File: src/rtl/sram_access_arbiter.sv
// -----------------------------------------------------------------------------
// sram_access_arbiter
//   Shares the single external sample memory between the engines started by
//   ControlCore (0=record writer, 1=play reader, 2=mix reader, 3=pitch reader).
//   Each engine posts one-word transactions. A round-robin arbiter picks a
//   winner, whose request is presented on a req/ack memory port. A watchdog
//   ends a transaction with an error pulse if the memory never acknowledges.
//
//   Optional build macro:
//     SRAM_ARB_PRIO0_EN - requester 0 (record) wins whenever it requests.
//                         Requesters 1..N_REQ-1 round-robin among themselves,
//                         and the pointer moves only on their grants.
//     undefined         - pure round-robin over all N_REQ requesters.
//
// Ports
//   i_clk, i_rst       clock, asynchronous active-high reset
//   i_req/i_we         per-requester request (held until o_ack/o_err), 1=write
//   i_addr/i_wdata     packed per-requester address / write data
//   o_ack/o_err        one-cycle one-hot completion / timeout pulses
//   o_rdata            read data, valid while o_ack is high
//   o_busy             high while a transaction is in flight or completing
//   o_mem_*            memory request port, o_mem_req held until i_mem_ack
//   i_mem_ack/rdata    memory completion pulse and read data
// -----------------------------------------------------------------------------
module sram_access_arbiter #(
  parameter int N_REQ   = 4,
  parameter int ADDR_W  = 23,
  parameter int DATA_W  = 16,
  parameter int TIMEOUT = 255
) (
  input  logic                      i_clk,
  input  logic                      i_rst,
  input  logic [N_REQ-1:0]          i_req,
  input  logic [N_REQ-1:0]          i_we,
  input  logic [N_REQ*ADDR_W-1:0]   i_addr,
  input  logic [N_REQ*DATA_W-1:0]   i_wdata,
  output logic [N_REQ-1:0]          o_ack,
  output logic [N_REQ-1:0]          o_err,
  output logic [DATA_W-1:0]         o_rdata,
  output logic                      o_busy,
  output logic                      o_mem_req,
  output logic                      o_mem_we,
  output logic [ADDR_W-1:0]         o_mem_addr,
  output logic [DATA_W-1:0]         o_mem_wdata,
  input  logic                      i_mem_ack,
  input  logic [DATA_W-1:0]         i_mem_rdata
);

  localparam int PTR_W = (N_REQ > 1) ? $clog2(N_REQ) : 1;
  localparam int CNT_W = (TIMEOUT > 0) ? $clog2(TIMEOUT + 1) : 1;

`ifdef SRAM_ARB_PRIO0_EN
  localparam bit PRIO0 = 1'b1;
`else
  localparam bit PRIO0 = 1'b0;
`endif

  typedef enum logic [1:0] {S_IDLE, S_BUSY, S_DONE} state_t;

  state_t              state_q, state_d;
  logic [PTR_W-1:0]    ptr_q, ptr_d;
  logic [PTR_W-1:0]    win_q, win_d;
  logic [CNT_W-1:0]    cnt_q, cnt_d;
  logic                mem_req_q, mem_req_d;
  logic                mem_we_q, mem_we_d;
  logic [ADDR_W-1:0]   mem_addr_q, mem_addr_d;
  logic [DATA_W-1:0]   mem_wdata_q, mem_wdata_d;
  logic [DATA_W-1:0]   rdata_q, rdata_d;
  logic [N_REQ-1:0]    ack_q, ack_d;
  logic [N_REQ-1:0]    err_q, err_d;

  // Unpacked views of the packed per-requester buses.
  logic [ADDR_W-1:0]   addr_arr  [N_REQ];
  logic [DATA_W-1:0]   wdata_arr [N_REQ];

  genvar gi;
  generate
    for (gi = 0; gi < N_REQ; gi++) begin : g_unpack
      assign addr_arr[gi]  = i_addr[gi*ADDR_W +: ADDR_W];
      assign wdata_arr[gi] = i_wdata[gi*DATA_W +: DATA_W];
    end
  endgenerate

  // Round-robin search ptr+1, ptr+2, ... The loop runs from the farthest
  // candidate to the nearest so the last hit (nearest to ptr+1) wins.
  logic [PTR_W-1:0]    grant_idx;
  logic                grant_vld;
  logic [PTR_W:0]      cand_sum;
  logic [PTR_W-1:0]    cand;

  always_comb begin
    grant_idx = '0;
    grant_vld = 1'b0;
    cand_sum  = '0;
    cand      = '0;
    for (int i = N_REQ; i >= 1; i--) begin
      cand_sum = {1'b0, ptr_q} + (PTR_W+1)'(i);
      if (cand_sum >= (PTR_W+1)'(N_REQ)) cand_sum = cand_sum - (PTR_W+1)'(N_REQ);
      cand = cand_sum[PTR_W-1:0];
      if (i_req[cand] && !(PRIO0 && (cand == '0))) begin
        grant_idx = cand;
        grant_vld = 1'b1;
      end
    end
    // Record input overrides the rotation when it has absolute priority.
    if (PRIO0 && i_req[0]) begin
      grant_idx = '0;
      grant_vld = 1'b1;
    end
  end

  // Watchdog: the counter advances once per BUSY cycle; reaching TIMEOUT ends it.
  logic [CNT_W-1:0]    cnt_inc;
  logic                timeout_hit;
  assign cnt_inc     = cnt_q + 1'b1;
  assign timeout_hit = (TIMEOUT != 0) && (cnt_inc == CNT_W'(TIMEOUT));

  // State register
  always_ff @(posedge i_clk or posedge i_rst) begin
    if (i_rst) state_q <= S_IDLE;
    else       state_q <= state_d;
  end

  // Next-state logic
  always_comb begin
    state_d = state_q;
    case (state_q)
      S_IDLE:  if (grant_vld) state_d = S_BUSY;
      S_BUSY:  if (i_mem_ack || timeout_hit) state_d = S_DONE;
      S_DONE:  state_d = S_IDLE;
      default: state_d = S_IDLE;
    endcase
  end

  // Output / datapath next values
  always_comb begin
    ptr_d       = ptr_q;
    win_d       = win_q;
    cnt_d       = cnt_q;
    mem_req_d   = mem_req_q;
    mem_we_d    = mem_we_q;
    mem_addr_d  = mem_addr_q;
    mem_wdata_d = mem_wdata_q;
    rdata_d     = rdata_q;
    ack_d       = '0;   // pulses last exactly the DONE cycle
    err_d       = '0;
    case (state_q)
      S_IDLE: begin
        cnt_d = '0;
        if (grant_vld) begin
          mem_req_d   = 1'b1;
          mem_we_d    = i_we[grant_idx];
          mem_addr_d  = addr_arr[grant_idx];
          mem_wdata_d = wdata_arr[grant_idx];
          win_d       = grant_idx;
        end
      end
      S_BUSY: begin
        cnt_d = cnt_inc;
        // An ack in the same cycle as the timeout counts as an ack.
        if (i_mem_ack || timeout_hit) begin
          mem_req_d = 1'b0;
          if (!(PRIO0 && (win_q == '0))) ptr_d = win_q;
          if (i_mem_ack) begin
            ack_d[win_q] = 1'b1;
            if (!mem_we_q) rdata_d = i_mem_rdata;
          end else begin
            err_d[win_q] = 1'b1;
          end
        end
      end
      default: ;
    endcase
  end

  // Datapath registers
  always_ff @(posedge i_clk or posedge i_rst) begin
    if (i_rst) begin
      ptr_q       <= PTR_W'(N_REQ - 1);
      win_q       <= '0;
      cnt_q       <= '0;
      mem_req_q   <= 1'b0;
      mem_we_q    <= 1'b0;
      mem_addr_q  <= '0;
      mem_wdata_q <= '0;
      rdata_q     <= '0;
      ack_q       <= '0;
      err_q       <= '0;
    end else begin
      ptr_q       <= ptr_d;
      win_q       <= win_d;
      cnt_q       <= cnt_d;
      mem_req_q   <= mem_req_d;
      mem_we_q    <= mem_we_d;
      mem_addr_q  <= mem_addr_d;
      mem_wdata_q <= mem_wdata_d;
      rdata_q     <= rdata_d;
      ack_q       <= ack_d;
      err_q       <= err_d;
    end
  end

  assign o_ack       = ack_q;
  assign o_err       = err_q;
  assign o_rdata     = rdata_q;
  assign o_busy      = (state_q != S_IDLE);
  assign o_mem_req   = mem_req_q;
  assign o_mem_we    = mem_we_q;
  assign o_mem_addr  = mem_addr_q;
  assign o_mem_wdata = mem_wdata_q;

endmodule

File: config.mk
export PLATFORM = sky130hd
export DESIGN_NAME = sram_access_arbiter
export DESIGN_NICKNAME = d
export VERILOG_FILES = /design/src/rtl/sram_access_arbiter.sv
export SDC_FILE = /design/constraint.sdc
export NUM_CORES = 1
export LEC_CHECK = 0
export ABC_AREA = 1
export BUFFER_PORTS_ARGS = -buffer_cell sky130_fd_sc_hd__clkbuf_2
export CAP_MARGIN = 40
export CORE_MARGIN = 1.5
export CORE_UTILIZATION = 40
export DETAILED_ROUTE_END_ITERATION = 12
export PLACE_DENSITY = 0.71
export RECOVER_POWER = 50
export SLEW_MARGIN = 20
export SYNTH_ARGS = -nofsm -noshare
export SYNTH_HDL_FRONTEND = slang
export SYNTH_SLANG_ARGS = --single-unit
File: constraint.sdc
create_clock -name i_clk -period 3.1 [get_ports i_clk]
set_input_delay 0.31 -clock i_clk [delete_from_list [all_inputs] [get_ports i_clk]]
set_output_delay 0.31 -clock i_clk [all_outputs]
set_load 0.005 [all_outputs]
==> results of run 1 <==
-- metrics by stage --
step,cells,instance area [um^2],util (%)
6_report,1177,6760,53.8
3_3_place_gp,1161,6480,51.6
3_5_place_dp,1161,6480,51.6
2_1_floorplan,767,5120,-
4_1_cts,1177,6800,54.1
5_1_grt,1177,6760,53.8
-- power breakdown --
part	internal (mW)	total (mW)	switching (mW)
Combinational	1.62	4.45	2.83
Clock	0.711	1.14	0.426
Sequential	1.51	1.79	0.277
Total	3.85	7.38	3.53
-- layout by cell type (no fill, tap or decap), types with 3 or more instances in the layout --
master and instances:
buf_4 12, clkbuf_1 24, clkbuf_16 9, clkbuf_2 227, dfrtp_1 77, inv_1 154, inv_2 6, mux2_1 10
mux2_2 6, nand2_1 251, nand3_1 146, nor2_1 18, o211ai_1 12, o21ai_0 8, o21ai_1 3, or2_1 13
xor2_1 3
-- registers in the layout, indices dropped and copies added, names as in the netlist, 2 cells and up --
name,count
cnt_q,8
win_q,2
o_rdata,16
o_mem_wdata,16
ptr_q,2
o_err,4
state_q,2
o_mem_addr,23
o_ack,4
-- worst max path at each step --
| stage | startpoint | end |
|---|---|---|
| after detailed placement | ptr_q[0]$_DFFE_PP1P_ | o_mem_addr[15]$_DFFE_PP0P_ |
| after floorplan | i_rst | cnt_q[0]$_DFFE_PP0P_ |
| final | state_q[1]$_DFFE_PP0P_ | o_rdata[5]$_DFFE_PP0P_ |
| after global placement | ptr_q[0]$_DFFE_PP1P_ | o_mem_wdata[11]$_DFFE_PP0P_ |
| after CTS | ptr_q[0]$_DFFE_PP1P_ | o_mem_addr[15]$_DFFE_PP0P_ |
| after global routing | state_q[1]$_DFFE_PP0P_ | o_rdata[0]$_DFFE_PP0P_ |
-- final cells by class --
type	instances	area, um^2
inverters	161	606
clock buffers	10	229
clock inverters	6	93.8
well taps	172	215
flip-flops and latches	79	1980
repair buffers	263	1330
multi-input cells	486	2310
fillers	1295	5810
-- routing by layer --
layer / up-vias / GRT usage [%] / share of wire (%)
li1: 2793 / - / -
met1: 2448 / 27.5 / 43
met2: 213 / 37.9 / 48
met3: 28 / 5.29 / 7.1
met4: 0 / 7.24 / 2.0
met5: - / 0 / 0
-- worst max-delay path: stages, from the launching register on --
cell,delay (ns)
dfrtp_1,0.42
nor2_1,0.48
inv_1,0.28
nor2_1,0.17
inv_2,0.07
or2_1,0.46
mux2_1,0.41
-- cells by family (layout without fill, tap and decap cells) --
kind of cell	count (synthesis)	count (layout)	share of synthesized area [%]
AO/OA/AOI/OAI	30	30	3.76
AND/OR/NAND/NOR	434	434	36.5
flip-flops	79	79	38.7
buffers and inverters	202	440	16.4
adder cells (fa/ha/maj)	2	2	0.489
XOR/XNOR	4	4	0.684
multiplexers	16	16	3.52
==> results.toml, run 1 <==
[run_status]
status = "finished, violations left"
violations = "max-capacitance violations, max-slew violations"

[min_path]
hold_path_class = "input port to flop"
min_from = "i_mem_rdata[6]"
hold_depth = 2
hold_end = "o_rdata[6]$_DFFE_PP0P_"

[logic_synthesis]
ys_warn_count = 0
synth_top_area_share_pct = 37.6
synth-seq-cells = 79
synth_area_leaders = "dfrtp_1 (38%), nand2_1 (18%), nand3_1 (14%)"
syn_inst = 767
yosys-top-cells-count = "nand2_1 (251), inv_1 (154), nand3_1 (146)"
synth_edf_count = 0
synth_area_leader_cell = "dfrtp_1"
synth_cell_types = 31
syn-cell-area_um2 = 5120
yosysMostFrequentCell = "nand2_1"
ys_async_sr_fraction_pct = 100
syn_area_per_cell_um2 = 6.68
synth_nets = 952
synth_flop_cell = "dfrtp_1"
yosysSeqAreaShare_pct = 38.7

[power]
leakage_nw = 4.18
vdd_drop_max_mv = 0.567
power_density_nw_per_um2 = 1090
power_mw = 7.38

[grt]
antenna_found_initial = 0
grt_pass1_wl_mm = 23.6
grt_max_degree = 41
grt_util_all_layers_pct = 22.1
grt_overflow = 0
grt_pass1_vias = 5141

[place]
dp_slack_ns = 0.815
numPortBuffers = 248
place.gp.congestion = 0.861
post-dp-hpwl_mm = 11.1

[drt]
drtAntennaViolNets = 0
wire_per_inst_um = 12.5
drt_iter0_drc = 247
vias_per_cell = 4.66
via_count = 5482
drtPass1Iterations = 4
wirelength_mm = 14.7
drc_errors = 0

[worst_setup_path]
reg2regPathDepth = 6
timing.rr.start = "state_q[1]$_DFFE_PP0P_"
critPathLaunchType = "flop"
path_max_fanout = 16
crit_required_ns = 3.31
critical_path_class = "flop to flop"
ff2ff_setup_slack_ns = 0.68
reg2reg_to = "o_rdata[5]$_DFFE_PP0P_"
setup.worst_path.end_class = "flop"
worstPathArrival_ns = 2.63

[sta]
tns_ns = 0
setup_ws_ns = 0.678
fmax_mhz = 413
rsz0062_at_grt = "no"
post-route-period-util_pct = 78.1
hold_violations = 0
post-route-min-period_ns = 2.42
relSlewSlack_pct = -20.6
hold_slack_ns = 0.185
worst_slew_pin_slew_ns = 1.80
drv_slew = 41
setup_viol = 0
skew_ns = 0.00883

[clocking]
clk_latency_ns = 0.33
post-cts-setup-buffers = 0
htreeDepth = 3
clk_path_buf_depth = 2
clock-sinks = 79
cts_root_buffer = "clkbuf_16"
hold_buffers = 0
cts.clk_slew.worst_paths_ns = 0.06
cts_inserted_buffers = 9
ctsResizeCount = 0
cts_tree = "built"

[floorplanning]
placementRows = 41
pin_count = 249
die_w_um = 116
start_util_pct = 40.7
die_h_um = 116
coreArea_um2 = 12600
die-area_um2 = 13500

[job]
cap_violations = 1

[finish]
layout.nets = 1185
area_growth_pct = 32.0
n_antenna_cell = 0
drive_above_1_share_pct = 27.3
No activity file was read; power rests on OpenSTA's default activity.
==> run 2: changes to the inputs <==
--- a/config.mk
+++ b/config.mk
@@ -11,7 +11,7 @@
 export CORE_MARGIN = 1.5
 export CORE_UTILIZATION = 40
 export DETAILED_ROUTE_END_ITERATION = 12
-export PLACE_DENSITY = 0.71
+export PLACE_DENSITY = 0.74
 export RECOVER_POWER = 50
 export SLEW_MARGIN = 20
 export SYNTH_ARGS = -nofsm -noshare
==> constraint.sdc (replaced) <==
create_clock -name i_clk -period 2 [get_ports i_clk]
set_input_delay 0.2 -clock i_clk [delete_from_list [all_inputs] [get_ports i_clk]]
set_output_delay 0.2 -clock i_clk [all_outputs]
set_load 0.005 [all_outputs]
==> results.toml, run 2 (same netlist as run 1, synthesis figures left out) <==
[drt]
vias_per_cell = 4.81
drc_errors = 0
wirelength_mm = 16.8
drt_iter0_drc = 479
drtPass1Iterations = 6
wire_per_inst_um = 13.9
via_count = 5790
drtAntennaViolNets = 0

[min_path]
hold_end = "o_rdata[7]$_DFFE_PP0P_"
min_from = "i_mem_rdata[7]"
hold_depth = 2
hold_path_class = "input port to flop"

[floorplanning]
die_w_um = 116
pin_count = 249
die_h_um = 116
coreArea_um2 = 12600
die-area_um2 = 13500
start_util_pct = 40.7
placementRows = 41

[worst_setup_path]
cp_num_buf_inv = 3
ff2ff_setup_slack_ns = -0.15
crit_family = "simple AND/OR/NAND/NOR gates"
reg2regPathDepth = 13
reg2reg_to = "o_mem_addr[8]$_DFFE_PP0P_"
worstPathArrival_ns = 2.37
cp_slowest_stage_delay_ns = 0.60
cp_cell_sequence = "inv_1 > nand2_1 > nand2_2 > nand2_4 > nand2_4 > nand2_4 > nand3_4 > nand2_8 > buf_12 > buf_16 > nand2_1 > o211ai_1 > nand3_1"
critPathLaunchType = "flop"
critical_path_class = "flop to flop"
crit_required_ns = 2.22
timing.rr.start = "ptr_q[1]$_DFFE_PP1P_"
setup.worst_path.end_class = "flop"
crit_cells = 13
cp_slowest_cell = "dfstp_2"
path_max_fanout = 5
crit_path_frequent_cell = "nand2_4"

[sta]
setup_viol = 40
drv_slew = 0
setup_ws_ns = -0.146
post-route-period-util_pct = 107
hold_violations = 0
worst_slew_pin_slew_ns = 1.09
skew_ns = 0.00678
fmax_mhz = 466
post-route-min-period_ns = 2.15
rsz0062_at_grt = "yes"
relSlewSlack_pct = 27.1
hold_slack_ns = 0.0731

[clocking]
clk_path_buf_depth = 2
cts_inserted_buffers = 9
cts.clk_slew.worst_paths_ns = 0.06
cts_root_buffer = "clkbuf_16"
clk_latency_ns = 0.34
clock-sinks = 79
htreeDepth = 3
cts_tree = "built"

[finish]
final_core_util_pct = 59.6
layout.nets = 1212
fill_cells = 1207
layout_commonest_cell = "clkbuf_2"
drive_above_1_share_pct = 33.6
n_antenna_cell = 0
final_cell_mix = "clkbuf_2 (241), nand2_1 (230), inv_1 (153)"
largest_register_ffs = 23
final_area_um2 = 7490
layoutNonFillerInstCount = 1204
area_growth_pct = 46.2

[run_status]
violations = "negative setup slack"
status = "finished, violations left"

[grt]
grt_max_degree = 80
grt_pass1_vias = 5288
antenna_found_initial = 0
grt_overflow = 0
grt_pass1_wl_mm = 24.7
grt_util_all_layers_pct = 23.2

[power]
power_mw = 14.1
power_density_nw_per_um2 = 1880
leakage_nw = 4.54
vdd_drop_max_mv = 0.950

[place]
dpl.cell_count = 1169
numPortBuffers = 248
place_area_um2 = 6640
post-dp-hpwl_mm = 11.1
place.gp.congestion = 0.827

[job]
cap_violations = 0
## run 2: through the flow
step / TNS, ns / setup WS [ns]
finish: -3.45 / -0.146
global route: -8.08 / -0.256
CTS: -0.0476 / -0.0151
detailed placement: -2.46 / -0.0957
global placement: -0.173 / -0.0262
floorplan: 0 / 0.187
## run 2: worst reg2reg max path, delay by kind of cell, from the launching register on
| kind | cells | cell delay [ns] |
|---|---|---|
| AO/OA/AOI/OAI | 1 | 0.10 |
| flip-flops | 1 | 0.60 |
| AND/OR/NAND/NOR | 9 | 0.96 |
| buffers and inverters | 3 | 0.37 |
## run 2: repair_timing
item / 4_1_cts / 5_1_grt
gates resized for setup: 28 / 38
gates cloned: 3 / 7
buffers inserted: 7 / 2
setup endpoints to repair: 40 / 41
hold buffers: 1 / 0
pin swaps: 3 / 18
hold endpoints to repair: 62 / 0
## run 2: how the worst max path moves through the flow
stage	startpoint	end
final	ptr_q[1]$_DFFE_PP1P_	o_mem_addr[8]$_DFFE_PP0P_
after global routing	ptr_q[1]$_DFFE_PP1P_	o_mem_addr[8]$_DFFE_PP0P_
after CTS	ptr_q[0]$_DFFE_PP1P_	o_mem_wdata[0]$_DFFE_PP0P_
after detailed placement	ptr_q[0]$_DFFE_PP1P_	o_mem_addr[18]$_DFFE_PP0P_
after global placement	ptr_q[0]$_DFFE_PP1P_	o_mem_wdata[0]$_DFFE_PP0P_
after floorplan	ptr_q[0]$_DFFE_PP1P_	o_mem_wdata[10]$_DFFE_PP0P_
## run 2: where the power goes
group / switching (mW) / internal, mW / leakage, nW
clock: 0.705 / 1.10 / 0.150
combinational: 5.29 / 4.21 / 3.41
sequential: 0.415 / 2.34 / 0.980
## run 2: area by class of cell
cell class | count | area, um^2 | area share (%)
Clock buffer | 10 | 229 | 3.06
Clock inverter | 6 | 92.6 | 1.24
Inverter | 161 | 613 | 8.19
Multi-Input combinational cell | 487 | 2520 | 33.7
Sequential cell | 79 | 1980 | 26.4
Tap cell | 172 | 215 | 2.87
Timing Repair Buffer | 289 | 1840 | 24.6
## run 2: per-layer routing
layer,track usage [%],vias up,wire length [um],part of all wire (%)
met1,29.1,2596,6930,41
met2,39.5,289,8070,48
met3,4.98,43,1280,7.7
li1,-,2862,-,-
met4,8.70,0,473,2.8
met5,0,-,0,0
